$ cat src/rtl/fetch_queue_pkg.sv
// Shared types and defaults for the instruction fetch queue.
package fetch_queue_pkg;

  localparam int WORD      = 16;
  localparam int AW_DEF    = 16;
  localparam int DEPTH_DEF = 4;

  typedef enum logic [1:0] {
    RUN   = 2'd0,
    WAIT  = 2'd1,
    DRAIN = 2'd2
  } fq_state_t;

endpackage

$ cat src/rtl/fetch_queue_fifo.sv
// Circular buffer holding {pc, instruction} entries, with flush taking priority.
module fq_fifo
  import fetch_queue_pkg::*;
#(
  parameter int DEPTH = DEPTH_DEF,
  parameter int W     = WORD + AW_DEF
) (
  input  logic                       clk,
  input  logic                       reset,
  input  logic                       push,
  input  logic                       pop,
  input  logic                       flush,
  input  logic [W-1:0]               wdata,
  output logic [W-1:0]               rdata,
  output logic [$clog2(DEPTH):0]     count
);

  localparam int PW = $clog2(DEPTH);
  localparam int CW = PW + 1;

  logic [W-1:0]  mem [DEPTH];
  logic [PW-1:0] wr_ptr;
  logic [PW-1:0] rd_ptr;

  always_ff @(posedge clk) begin
    if (!reset || flush) begin
      wr_ptr <= '0;
      rd_ptr <= '0;
      count  <= '0;
    end else begin
      if (push) wr_ptr <= wr_ptr + PW'(1);
      if (pop)  rd_ptr <= rd_ptr + PW'(1);
      case ({push, pop})
        2'b10:   count <= count + CW'(1);
        2'b01:   count <= count - CW'(1);
        default: count <= count;
      endcase
    end
  end

  // Storage needs no reset; entries are only visible through a valid count.
  always_ff @(posedge clk) begin
    if (push) mem[wr_ptr] <= wdata;
  end

  assign rdata = mem[rd_ptr];

endmodule

$ cat src/rtl/fetch_queue.sv
// Instruction fetch front end: one outstanding memory read feeding a small queue.
// state | meaning
// RUN   | no request outstanding; issues at fpc when a slot is free
// WAIT  | request outstanding; ack pushes {fpc, data}
// DRAIN | request outstanding but stale after redirect; ack is dropped
module fetch_queue
  import fetch_queue_pkg::*;
#(
  parameter int DEPTH = DEPTH_DEF,
  parameter int AW    = AW_DEF
) (
  input  logic            clk,
  input  logic            reset,
  input  logic            halt,
  input  logic            redirect,
  input  logic [AW-1:0]   redirect_pc,
  output logic            imem_req,
  output logic [AW-1:0]   imem_addr,
  input  logic            imem_ack,
  input  logic [WORD-1:0] imem_data,
  output logic            out_valid,
  output logic [WORD-1:0] out_ir,
  output logic [AW-1:0]   out_pc,
  input  logic            out_ready
);

  localparam int CW = $clog2(DEPTH) + 1;
  localparam logic [CW-1:0] FULL = CW'(DEPTH);

  fq_state_t            state, state_nxt;
  logic [AW-1:0]        fpc, fpc_nxt;
  logic [AW-1:0]        req_addr;
  logic [CW-1:0]        count;
  logic [WORD+AW-1:0]   head;
  logic                 issue, push, pop;

  always_ff @(posedge clk) begin
    if (!reset) begin
      state    <= RUN;
      fpc      <= '0;
      req_addr <= '0;
    end else begin
      state <= state_nxt;
      fpc   <= fpc_nxt;
      if (issue) req_addr <= fpc;
    end
  end

  always_comb begin
    state_nxt = state;
    fpc_nxt   = fpc;
    issue     = 1'b0;
    push      = 1'b0;
    pop       = out_valid && out_ready;
    imem_req  = 1'b0;
    imem_addr = req_addr;
    case (state)
      RUN: begin
        // A slot is reserved at issue, so an ack can never land in a full queue.
        issue     = !halt && !redirect && (count < FULL);
        imem_req  = issue;
        imem_addr = fpc;
        if (issue) state_nxt = WAIT;
      end
      WAIT: begin
        imem_req = 1'b1;
        if (redirect) begin
          state_nxt = imem_ack ? RUN : DRAIN;
        end else if (imem_ack) begin
          push      = 1'b1;
          fpc_nxt   = fpc + AW'(1);
          state_nxt = RUN;
        end
      end
      DRAIN: begin
        imem_req = 1'b1;
        if (imem_ack) state_nxt = RUN;
      end
      default: state_nxt = RUN;
    endcase
    if (redirect) fpc_nxt = redirect_pc;
    if (!reset) imem_req = 1'b0;
  end

  fq_fifo #(
    .DEPTH (DEPTH),
    .W     (WORD + AW)
  ) u_fifo (
    .clk   (clk),
    .reset (reset),
    .push  (push),
    .pop   (pop),
    .flush (redirect),
    .wdata ({fpc, imem_data}),
    .rdata (head),
    .count (count)
  );

  assign out_valid = (count != '0);
  assign out_ir    = out_valid ? head[WORD-1:0] : '0;
  assign out_pc    = out_valid ? head[WORD+AW-1:WORD] : '0;

endmodule

$ cat config.mk
export PLATFORM = sky130hd
export DESIGN_NAME = fetch_queue
export DESIGN_NICKNAME = d
export VERILOG_FILES = /design/src/rtl/fetch_queue_pkg.sv /design/src/rtl/fetch_queue_fifo.sv /design/src/rtl/fetch_queue.sv
export SDC_FILE = /design/constraint.sdc
export NUM_CORES = 1
export LEC_CHECK = 0
export CORE_MARGIN = 4
export CORE_UTILIZATION = 45
export DETAILED_ROUTE_END_ITERATION = 10
export PLACE_DENSITY = 0.69
export SYNTH_ARGS = -nofsm -noshare
export SYNTH_HDL_FRONTEND = slang
export SYNTH_HIERARCHICAL = 1
export SYNTH_SLANG_ARGS = --single-unit
export TNS_END_PERCENT = 100
$ cat constraint.sdc
create_clock -name clk -period 2.2 [get_ports clk]
set_input_delay 0.44 -clock clk [delete_from_list [all_inputs] [get_ports clk]]
set_output_delay 0.44 -clock clk [all_outputs]
set_load 0.1 [all_outputs]
==> impl_metrics.csv <==
group,metric,value,unit
status,outcome,"finished with violations",
status,violations,"negative setup slack",
critical_path,start_kind,"flop",
critical_path,rrSetupSlack,0.05,ns
layout,fin_nets,636,
sta,max_freq,422,MHz
critical_path,rr_endpoint,"u_fifo/count[2]$_SDFFE_PP0P_",
critical_path,rr_worst_depth,8,
sta,whs,0.463,ns
power,combPwrFrac,10.1,%
synth,yosysWarnings,6,
synth,syn-num-nets,517,
sta,rsz0062_at_grt,"true",
hold_path,whs_path_depth,2,
hold_path,hold_path_end,"req_addr[9]$_SDFFE_PN0P_",
floorplanning,die_area,18100,sq um
clock_tree,root_buffer,"clkbuf_16",
power,peakVddDrop,0.589,mV
floorplanning,die_y,135,um
power,p_sw,1.60,mW
power,p_per_area,720,nW/um^2
layout,drive_gt1_share,37.0,%
synth,synth-main-ff-cell,"edfxtp_1",
synth,postSynthCellCount,468,
grt,grt_pass1_wl,23900,um
hold_path,hp-start,"req_addr[9]$_SDFFE_PN0P_",
clock_tree,clock_path_buffers,2,
layout,nFillCells,1125,
grt,antenna_found_initial,0,
clock_tree,path_clk_slew,0.06,ns
route,drt_pass1_iterations,4,
sta,fin_skew,0.00746,ns
route,wl_per_cell,18.5,um
floorplanning,fp.dieW,135,um
clock_tree,h-tree-depth,4,
place,placed_cells,772,
floorplanning,ios,88,
clock_tree,cts_tree,"built",
route,drc,0,
sta,hold_viol,0,
layout,final_cell_area,10000,sq um
place,post-dp-hpwl,9110,um
synth,synth-edff-count,128,
critical_path,cp-end-kind,"primary output",
critical_path,cp_max_fo,8,
critical_path,cp.arrival,1.93,ns
power,switching_share,22.2,%
synth,ys_types,43,
route,antenna_left,0,
sta,worst_slack,-0.170,ns
layout,n_antenna_cell,0,
grt,grt_pass1_vias,4486,
place,portBuffers,87,
grt,overflow,0,
synth,synthArstFlopShare,0,%
place,gp_congestion,0.767,
hold_path,hp-class,"flop to flop",
critical_path,crit_required,1.76,ns
synth,ys_seq_area_share,65.2,%
clock_tree,clk_latency,0.42,ns
sta,finalSetupViolations,32,
power,clkPwrFrac,40.3,%
clock_tree,clock_sinks,171,
grt,grt_use_total,17.6,%
route,via_per_inst,5.15,
power,pwr-share-seq,49.6,%
power,power.internal,5.60,mW
route,vias,4199,
sta,finalCritPeriodShare,108,%
synth,ys_ff_latch,171,
sta,max_slew_margin,71.0,%
place,place_area,9060,sq um
run,max_cap_violations,0,
sta,slew_viol_final,0,
power,total_power,7.20,mW
sta,finalCriticalPeriod,2.37,ns
layout,stdcell_count,816,
layout,syn2layout_area_growth,38.7,%
route,drt_iter0_markers,222,
floorplanning,fp-row-count,46,
clock_tree,cts_buffers,17,
route,routed_wl,15100,um
layout,utilization,63.4,%
power,leakagePower,3.43,nW
floorplanning,core_area,15800,sq um
sta,max_slew.worst_pin.slew,0.434,ns
critical_path,regToRegStartpoint,"u_fifo/count[2]$_SDFFE_PP0P_",
critical_path,path_class,"flop to primary output",
clock_tree,ctsHoldBuffers,0,
grt,grt_start_max_net_pins,36,
synth,netlist_area,7210,sq um
synth,synth_area_per_cell,15.4,sq um
floorplanning,start_util,45.7,%
## final cells by class
class                      instances  area (sq um)  share of cell area, %
tap                              216           270                   2.70
clock inverter                     9           121                   1.21
sequential                       171          4710                   47.1
inverter                          15          56.3                  0.563
timing repair buffer             123          1830                   18.3
clock buffer                      23           448                   4.48
multi-input combinational        259          2560                   25.6
## cells in the final DEF, fill, tap and decap left out, types with 15 or more instances in the layout
master and count:
edfxtp_1 128, o21ai_0 16, clkbuf_16 20, buf_4 23, buf_12 58, mux4_2 32
nor2_1 15, dfxtp_1 39, mux2_4 16, clkdlybuf4s50_1 36, nand2_1 41, nor2b_2 19
## flip-flops by register name, indices dropped and copies added (netlist names), named ones only
register	cells
u_fifo/wr_ptr	2
u_fifo/rd_ptr	2
u_fifo/mem	128
fpc	16
state	2
u_fifo/count	3
req_addr	16
## worst max-delay path by stage
stage                     cells past startpoint      start  slack [ns]                           end
final                                         4       flop       -0.17                     out_ir[6]
after global routing                          4       flop       -0.22                    out_ir[13]
after CTS                                     4       flop       -0.21                    out_pc[14]
after detailed placement                      8  out_ready       -0.38  u_fifo/count[2]$_SDFFE_PP0P_
after global placement                        8  out_ready       -0.27  u_fifo/count[2]$_SDFFE_PP0P_
after floorplan                               6   redirect       -0.24                      imem_req
## metal layers
layer	up-vias	track usage, %	wire (um)
met5	-	0	0
met4	0	7.69	317
met3	24	5.10	918
met2	135	29.4	7500
met1	2071	21.4	6370
li1	1969	-	-
## through the flow
stage | setup TNS [ns] | setup WS, ns
global placement | -0.403 | -0.272
floorplan | -0.238 | -0.238
finish | -4.61 | -0.170
CTS | -5.92 | -0.209
global route | -6.61 | -0.220
detailed placement | -0.592 | -0.378
## what timing repair did
item | CTS | global route
setup endpoints to repair | 50 | 51
buffers inserted | 6 | 3
gates resized for setup | 40 | 19
pin swaps | 4 | 6
cloned | 3 | 2
## logic make-up after synthesis
kind of cell | after synthesis | synth area share [%]
fa+ha+maj | 11 | 2.01
compound gates | 55 | 4.79
buf+inv | 38 | 2.95
xor+xnor | 17 | 2.06
mux | 50 | 12.9
simple gates | 126 | 10.1
flops | 171 | 65.2
## worst max-delay path: stages, from the launching register on
cell and delay [ns]:
dfxtp_4 0.45, clkbuf_16 0.21, mux4_2 0.48, nor2b_2 0.18, buf_12 0.17
## synth_stat cells (all sizes together), types with 2 or more instances
master,instances,area (sq um)
nand4,3,33.8
a31oi,2,12.5
inv,14,52.6
nand3,6,52.6
mux4,32,728
mux2i,2,20.0
o211a,3,30.0
nor3,6,40.0
mux2,16,180
dfxtp,43,861
ha,10,125
nor2,16,60.1
a21oi,13,65.1
and2,6,37.5
clkbuf,10,37.5
o21a,2,15.0
xnor2,13,114
edfxtp,128,3840
nor2b,35,219
nor4,6,83.8
xor2,4,35.0
nand2b,3,18.8
o21ai,16,80.1
a21boi,16,120
nand2,42,158
a21o,2,15.0
buf,13,119
## power groups by stage
stage / Sequential (mW) / Clock (mW) / Combinational (mW)
floorplan: 3.62 / 0 / 0.392
global placement: 3.63 / 0 / 0.652
detailed placement: 3.64 / 0 / 0.661
CTS: 3.57 / 2.95 / 0.720
global route: 3.58 / 3.13 / 0.764
finish: 3.57 / 2.90 / 0.727
No activity file was read; power rests on OpenSTA's default activity.
